File: src/rtl/bp_be_mul_issue_tracker.sv
// Issue handshake, kill-aware result tracking and credit-protected writeback buffer for the
// backend multiply pipe. Optional macro BP_BE_MUL_WB_BYPASS_EN: empty-buffer writeback bypass.
module bp_be_mul_issue_tracker #(
    parameter int LATENCY   = 4,
    parameter int BUF_DEPTH = 4,
    parameter int DATA_W    = 64,
    parameter int DECODE_W  = 51,
    parameter int RD_W      = 5
) (
    input  logic                clk_i,
    input  logic                reset_n_i,
    input  logic                issue_v_i,
    output logic                issue_ready_o,
    input  logic [DECODE_W-1:0] issue_decode_i,
    input  logic [DATA_W-1:0]   issue_rs1_i,
    input  logic [DATA_W-1:0]   issue_rs2_i,
    input  logic [RD_W-1:0]     issue_rd_i,
    input  logic                kill_ex1_i,
    input  logic                kill_ex2_i,
    output logic                pipe_v_o,
    output logic [DECODE_W-1:0] pipe_decode_o,
    output logic [DATA_W-1:0]   pipe_rs1_o,
    output logic [DATA_W-1:0]   pipe_rs2_o,
    input  logic [DATA_W-1:0]   pipe_data_i,
    output logic                wb_v_o,
    input  logic                wb_ready_i,
    output logic [RD_W-1:0]     wb_rd_o,
    output logic [DATA_W-1:0]   wb_data_o,
    output logic [3:0]          inflight_o
);
    localparam int PTR_W = $clog2(BUF_DEPTH);
    localparam int CNT_W = $clog2(BUF_DEPTH + 1);

    logic [CNT_W-1:0]  credits;
    logic [CNT_W-1:0]  count;
    logic [PTR_W-1:0]  head;
    logic [PTR_W-1:0]  tail;
    logic [RD_W-1:0]   buf_rd   [BUF_DEPTH];
    logic [DATA_W-1:0] buf_data [BUF_DEPTH];

    // Tracking stage index k-1 holds s[k]: index 0 is EX1, index 1 is EX2.
    logic [LATENCY-1:0] stage_v;
    logic [LATENCY-1:0] next_v;
    logic [RD_W-1:0]    stage_rd [LATENCY];

    logic acc;
    logic empty;
    logic kill1;
    logic kill2;
    logic cap_v;
    logic pop;
    logic bypass;
    logic push;

    assign issue_ready_o = (credits != '0);
    assign acc           = issue_v_i & issue_ready_o;
    assign pipe_v_o      = acc;
    assign pipe_decode_o = acc ? issue_decode_i : '0;
    assign pipe_rs1_o    = issue_rs1_i;
    assign pipe_rs2_o    = issue_rs2_i;

    assign empty = (count == '0);
    assign kill1 = kill_ex1_i & stage_v[0];
    assign kill2 = kill_ex2_i & stage_v[1];
    // With a two-cycle pipe the EX2 op is also the one being captured, so its kill blocks capture.
    assign cap_v = stage_v[LATENCY-1] & ~((LATENCY == 2) & kill_ex2_i);

`ifdef BP_BE_MUL_WB_BYPASS_EN
    assign bypass    = empty & cap_v & wb_ready_i;
    assign wb_v_o    = ~empty | cap_v;
    assign wb_rd_o   = !empty ? buf_rd[head]   : (cap_v ? stage_rd[LATENCY-1] : '0);
    assign wb_data_o = !empty ? buf_data[head] : (cap_v ? pipe_data_i : '0);
`else
    assign bypass    = 1'b0;
    assign wb_v_o    = ~empty;
    assign wb_rd_o   = empty ? '0 : buf_rd[head];
    assign wb_data_o = empty ? '0 : buf_data[head];
`endif

    assign pop  = ~empty & wb_ready_i;
    assign push = cap_v & ~bypass;

    assign inflight_o = 4'(BUF_DEPTH) - 4'(credits);

    always_comb begin
        next_v    = '0;
        next_v[0] = acc;
        for (int k = 1; k < LATENCY; k++) begin
            if (k == 1) begin
                next_v[k] = stage_v[k-1] & ~kill_ex1_i;
            end else if (k == 2) begin
                next_v[k] = stage_v[k-1] & ~kill_ex2_i;
            end else begin
                next_v[k] = stage_v[k-1];
            end
        end
    end

    // Every credit return (pop, bypass consume, kills) nets against an accept in the same cycle.
    always_ff @(posedge clk_i) begin
        if (!reset_n_i) begin
            stage_v <= '0;
            head    <= '0;
            tail    <= '0;
            count   <= '0;
            credits <= CNT_W'(BUF_DEPTH);
        end else begin
            stage_v <= next_v;
            if (push) begin
                tail <= tail + PTR_W'(1);
            end
            if (pop) begin
                head <= head + PTR_W'(1);
            end
            count   <= count + CNT_W'(push) - CNT_W'(pop);
            credits <= credits + CNT_W'(pop) + CNT_W'(bypass) + CNT_W'(kill1) + CNT_W'(kill2)
                       - CNT_W'(acc);
        end
    end

    always_ff @(posedge clk_i) begin
        stage_rd[0] <= issue_rd_i;
        for (int k = 1; k < LATENCY; k++) begin
            stage_rd[k] <= stage_rd[k-1];
        end
        if (push) begin
            buf_rd[tail]   <= stage_rd[LATENCY-1];
            buf_data[tail] <= pipe_data_i;
        end
    end
endmodule

File: config.mk
export PLATFORM = sky130hd
export DESIGN_NAME = bp_be_mul_issue_tracker
export DESIGN_NICKNAME = d
export VERILOG_FILES = /design/src/rtl/bp_be_mul_issue_tracker.sv
export SDC_FILE = /design/constraint.sdc
export NUM_CORES = 1
export LEC_CHECK = 0
export BUFFER_PORTS_ARGS = -buffer_cell sky130_fd_sc_hd__buf_2
export CAP_MARGIN = 20
export CORE_AREA = 2 2 196 198
export DETAILED_ROUTE_END_ITERATION = 7
export DIE_AREA = 0 0 198 200
export PLACE_DENSITY = 0.64
export SLEW_MARGIN = 10
export SYNTH_ARGS = -nofsm -noshare
export SYNTH_HDL_FRONTEND = slang
export SYNTH_SLANG_ARGS = --single-unit
File: constraint.sdc
create_clock -name clk_i -period 7.6 [get_ports clk_i]
set_input_delay 1.52 -clock clk_i [delete_from_list [all_inputs] [get_ports clk_i]]
set_output_delay 1.52 -clock clk_i [all_outputs]
set_load 0.02 [all_outputs]
# [Word level (Yosys, flattened, before mapping)]
# Memories as Yosys holds them, arrays and structs flattened. A register that Yosys moved wholly into a read port is not among the register bits.
# Cells that the tools add are included.
[word_totals] reg_bits=14 output_inout_bits=255 ram_bits=296 memories=3 elab_cells=37
[classes] n_mux=9 n_reduce_logical=2 add_sub_neg=9 bitwise_logic=9
[mem_list] name="buf_data" depth=4 width=64 read_ports=1 rd_ports_with_merged_regs=1 wr=1 line_no="39" source="logic [DATA_W-1:0] buf_data [BUF_DEPTH];"
[mem_list] name="buf_rd" depth=4 width=5 read_ports=1 rd_ports_with_merged_regs=1 wr=1 line_no="38" source="logic [RD_W-1:0] buf_rd [BUF_DEPTH];"
[mem_list] name="stage_rd" depth=4 width=5 read_ports=4 rd_ports_with_merged_regs=0 wr=4 line_no="44" source="logic [RD_W-1:0] stage_rd [LATENCY];"
[ops] operator="$mux W64" count=1
[ops] operator="$mux W51" count=1
[ops] operator="$add A3 B1 Y3" count=4
[ops] operator="$mux W2" count=4
[ops] operator="$and A1 B1 Y1" count=6
[ops] operator="$sub A3 B1 Y3" count=2
[ops] operator="$mux W5" count=1
[ops] operator="$add A2 B1 Y2 const B" count=2
[ops] operator="$sub A3 B3 Y4 const A" count=1
[ops] operator="$logic_not A3 Y1" count=1
[ops] operator="$not A1 Y1" count=3
[ops] operator="$reduce_bool A3 Y1" count=1
[ops] operator="$mux W1" count=2

# [Longest topological paths before layout]
[logic_depth] ltp_word=7 depth_mapped=12 depth_no_buf=11

# [Worst setup path before layout]
# No wires, ideal clock.
[synth_path] kind="input to register" start="input issue_v_i" end="register credits[2]" setup_slack_ns=3.461 t_required_ns=7.477 stages=9 setup_ns=0.123 arrival_time_ns=4.016 path_buffers=1 path_cell_list="nor2b_1 > clkbuf_1 > ha_1 > fa_1 > inv_1 > ha_1 > fa_1 > xnor3_1 > nand2_1"
[synth_between] elab_chain_len=2
[synth_rtl] item="from (decl)" line_no="12" source="input logic issue_v_i,"
[synth_rtl] item="$and A1 B1 Y1" line_no="56" source="assign acc = issue_v_i & issue_ready_o;"
[synth_rtl] item="net pipe_v_o" line_no="20" source="output logic pipe_v_o,"
[synth_rtl] item="$sub A3 B1 Y3" line_no="117" source="- CNT_W'(acc);"
[synth_rtl] item="to (signal assigned)" line_no="106" source="credits <= CNT_W'(BUF_DEPTH);"
[synth_rtl] item="to (signal assigned)" line_no="116" source="credits <= credits + CNT_W'(pop) + CNT_W'(bypass) + CNT_W'(kill1) + CNT_W'(kill2)"
[synth_rtl] item="to (decl)" line_no="34" source="logic [CNT_W-1:0] credits;"
# The timed path passes the listed nets, and every way through them passes these cells.
# A chain may end at the register's enable or synchronous reset.

==> flow_summary.toml <==
[grt]
grt_first_pass_wirelength_um = 38400
antenna_found_initial = 3
grt_pass1_vias = 6775
grt_max_degree = 71
grt.overflow.total = 0
grt_usage_pct = 13.1

[clock_tree]
htree_num_levels = 2
cts_tree = "built"
cts.clk_slew.worst_paths_ns = 0.06
cts_sinks = 312
ctsResizeCount = 0
post_cts_buffers = 0
clk_latency_ns = 0.50
holdBufCountCts = 0
cts_made_buffers = 36
clock-root-buffer = "clkbuf_16"
clock_path_buffers = 3

[synth]
yosysSeqAreaShare_pct = 69.5
synth_top_area_share_pct = 63.9
yosys-top-cells-area = "edfxtp_1 (64%), mux4_2 (12%), buf_4 (7.5%)"
synth_edf_count = 276
avgSynthCellArea_um2 = 17.9
ys_types = 23
synth-seq-cells = 312
synth_async_sr_flop_share_pct = 0
netlist_area_um2 = 13000
synth_nets = 993
ys.warnings.count = 0
synthesis.instances = 724
synth-main-ff-cell = "edfxtp_1"
yosysTopAreaCell = "edfxtp_1"

[floorplan]
fp.dieArea_um2 = 39600
core_um2 = 37400
die_w_um = 198
io_pins = 509
std_cell_rows = 71
initial_utilization_pct = 34.7
die_y_um = 200

[cells_and_area]
syn_to_final_growth_pct = 14.9
final_area_um2 = 14900
seqCellArea_um2 = 9020
multi_input_area_um2 = 2790
final_layout_size_suffix_gt1_share_pct = 43.1
num-nets-final = 1132
post-route-util_pct = 39.9
fillers = 3437

[power_and_ir_drop]
p_leak_nw = 5.45
p_per_area_nw_per_um2 = 323
vdd_ir_drop_max_mv = 0.138

[timing]
setup_slack_ns = 3.02
drv_slew = 0
skew_ns = 0.00850
rsz0062_at_grt = "no"
post-route-period-util_pct = 60.3
fin_hold_ws_ns = 0.322
finalHoldViolCount = 0
setup_viol = 0
period_needed_ns = 4.58
fin_setup_tns_ns = 0
tightest_slew_ns = 0.859
timing.slew.headroom_pct = 42.7
max_freq_mhz = 218

[critical_path]
cp_data_required_time_ns = 6.08
start_kind = "register"
crit_arrival_ns = 3.06
cp_max_fo = 39
crit_type = "reg -> out"
endpoint_kind = "output pin"

[hold_path]
hold_path.class = "reg -> reg"

[routing]
num_vias = 6405
wl_per_cell_um = 18.9
drc = 0
drt_first_pass_iters = 4
vias_per_cell = 4.58
drtIter0Drc = 291
ant_nets = 0
routed_wl_um = 26400

[job]
max_cap_violations = 0

[place]
port_buffers = 252
place.gp.congestion = 0.919
post_dp_cell_area_um2 = 13800
detailed_place_hpwl_um = 16300
pre_cts_ws_ns = 3.28

[run_status]
outcome = "finished clean"
[worst paths after layout]
| kind | from | to | slack, ns | cells past startpoint |
|---|---|---|---|---|
| min reg2reg | stage_rd[2][4] | stage_rd[3][4] | 0.32 | 0 |
| max | register | wb_data_o[60] | 3.02 | 4 |
| min | stage_rd[2][4] | stage_rd[3][4] | 0.32 | 0 |
| max reg2reg | credits[0] | credits[2] | 4.06 | 12 |
[cell type report]
type / instances / share of cell area [%]
multi-input cells: 238 / 18.7
clock inverters: 12 / 0.571
clock buffers: 49 / 6.65
inverters: 15 / 0.378
flip-flops and latches: 312 / 60.5
well taps: 511 / 4.29
diodes: 1 / 0.0168
repair buffers: 260 / 8.91
[per-layer routing]
layer	GRT usage, %	vias to the layer above	wire length (um)
met1	15.1	3220	10500
li1	-	2828	-
met2	23.0	308	13300
met3	4.39	45	2040
met5	0	-	22
met4	4.40	4	449
[power breakdown]
part / total (mW) / switching, mW / internal, mW
registers: 1.97 / 0.0767 / 1.89
logic: 1.27 / 0.719 / 0.551
clock network: 1.58 / 0.632 / 0.943
[state kept, by name, summed over array words and instances (netlist names), named ones only]
register,cells
tail,2
stage_v,4
stage_rd,20
count,3
buf_rd,20
buf_data,256
head,2
credits,3
[worst max-delay path: stages, from the launching register on]
cell,delay (ns)
dfxtp_4,0.91
buf_4,0.65
mux4_2,0.59
and2_1,0.19
buf_2,0.16
[placed cells by master, fill, tap and decap left out]
cell type  instances
a21oi_1            1
and2_1           128
and2_4             4
and3b_1            2
buf_2            252
buf_4              7
buf_8              1
bufinv_16          1
clkbuf_1          10
clkbuf_16         37
clkbuf_8           2
clkinv_1           6
clkinv_2           3
clkinv_4           1
dfxtp_1           34
dfxtp_4            2
diode_2            1
edfxtp_1         276
fa_1               3
ha_1              12
inv_1             15
inv_6              1
mux2i_1            4
mux4_2            69
nand2_1            5
nand2b_1           2
nor2b_1            1
nor2b_2            1
o311ai_0           1
o31a_1             1
or3_2              1
xnor3_1            2
xor2_1             1
[Yosys cell counts (3+ instances only)]
master      n
dfxtp_1    36
nand2_1     5
clkbuf_1   19
inv_1      15
and2_1    132
mux2i_1     4
buf_4     129
mux4_2     69
buf_2       8
ha_1       12
edfxtp_1  276
fa_1        3
[logic make-up (layout without fill, tap and decap cells)]
group                      Yosys count  count (layout)  share of synthesized area, %
buffers and inverters              174             336                          9.15
adders and majority gates           15              15                          1.62
muxes                               73              73                          12.3
and+or+nand+nor                    144             144                          6.89
xor gates and xnor gates             3               3                         0.415
DFF                                312             312                          69.5
other                                0               1                             0
AOI/OAI and AO/OA                    3               3                         0.174
[through the flow]
step / cells / total power [mW]
2_1_floorplan: 724 / 2.99
3_3_place_gp: 1335 / 3.30
3_5_place_dp: 1336 / 3.31
4_1_cts: 1397 / 4.91
5_1_grt: 1398 / 5.07
6_report: 1398 / 4.82
(Power assumes the default switching activity.)
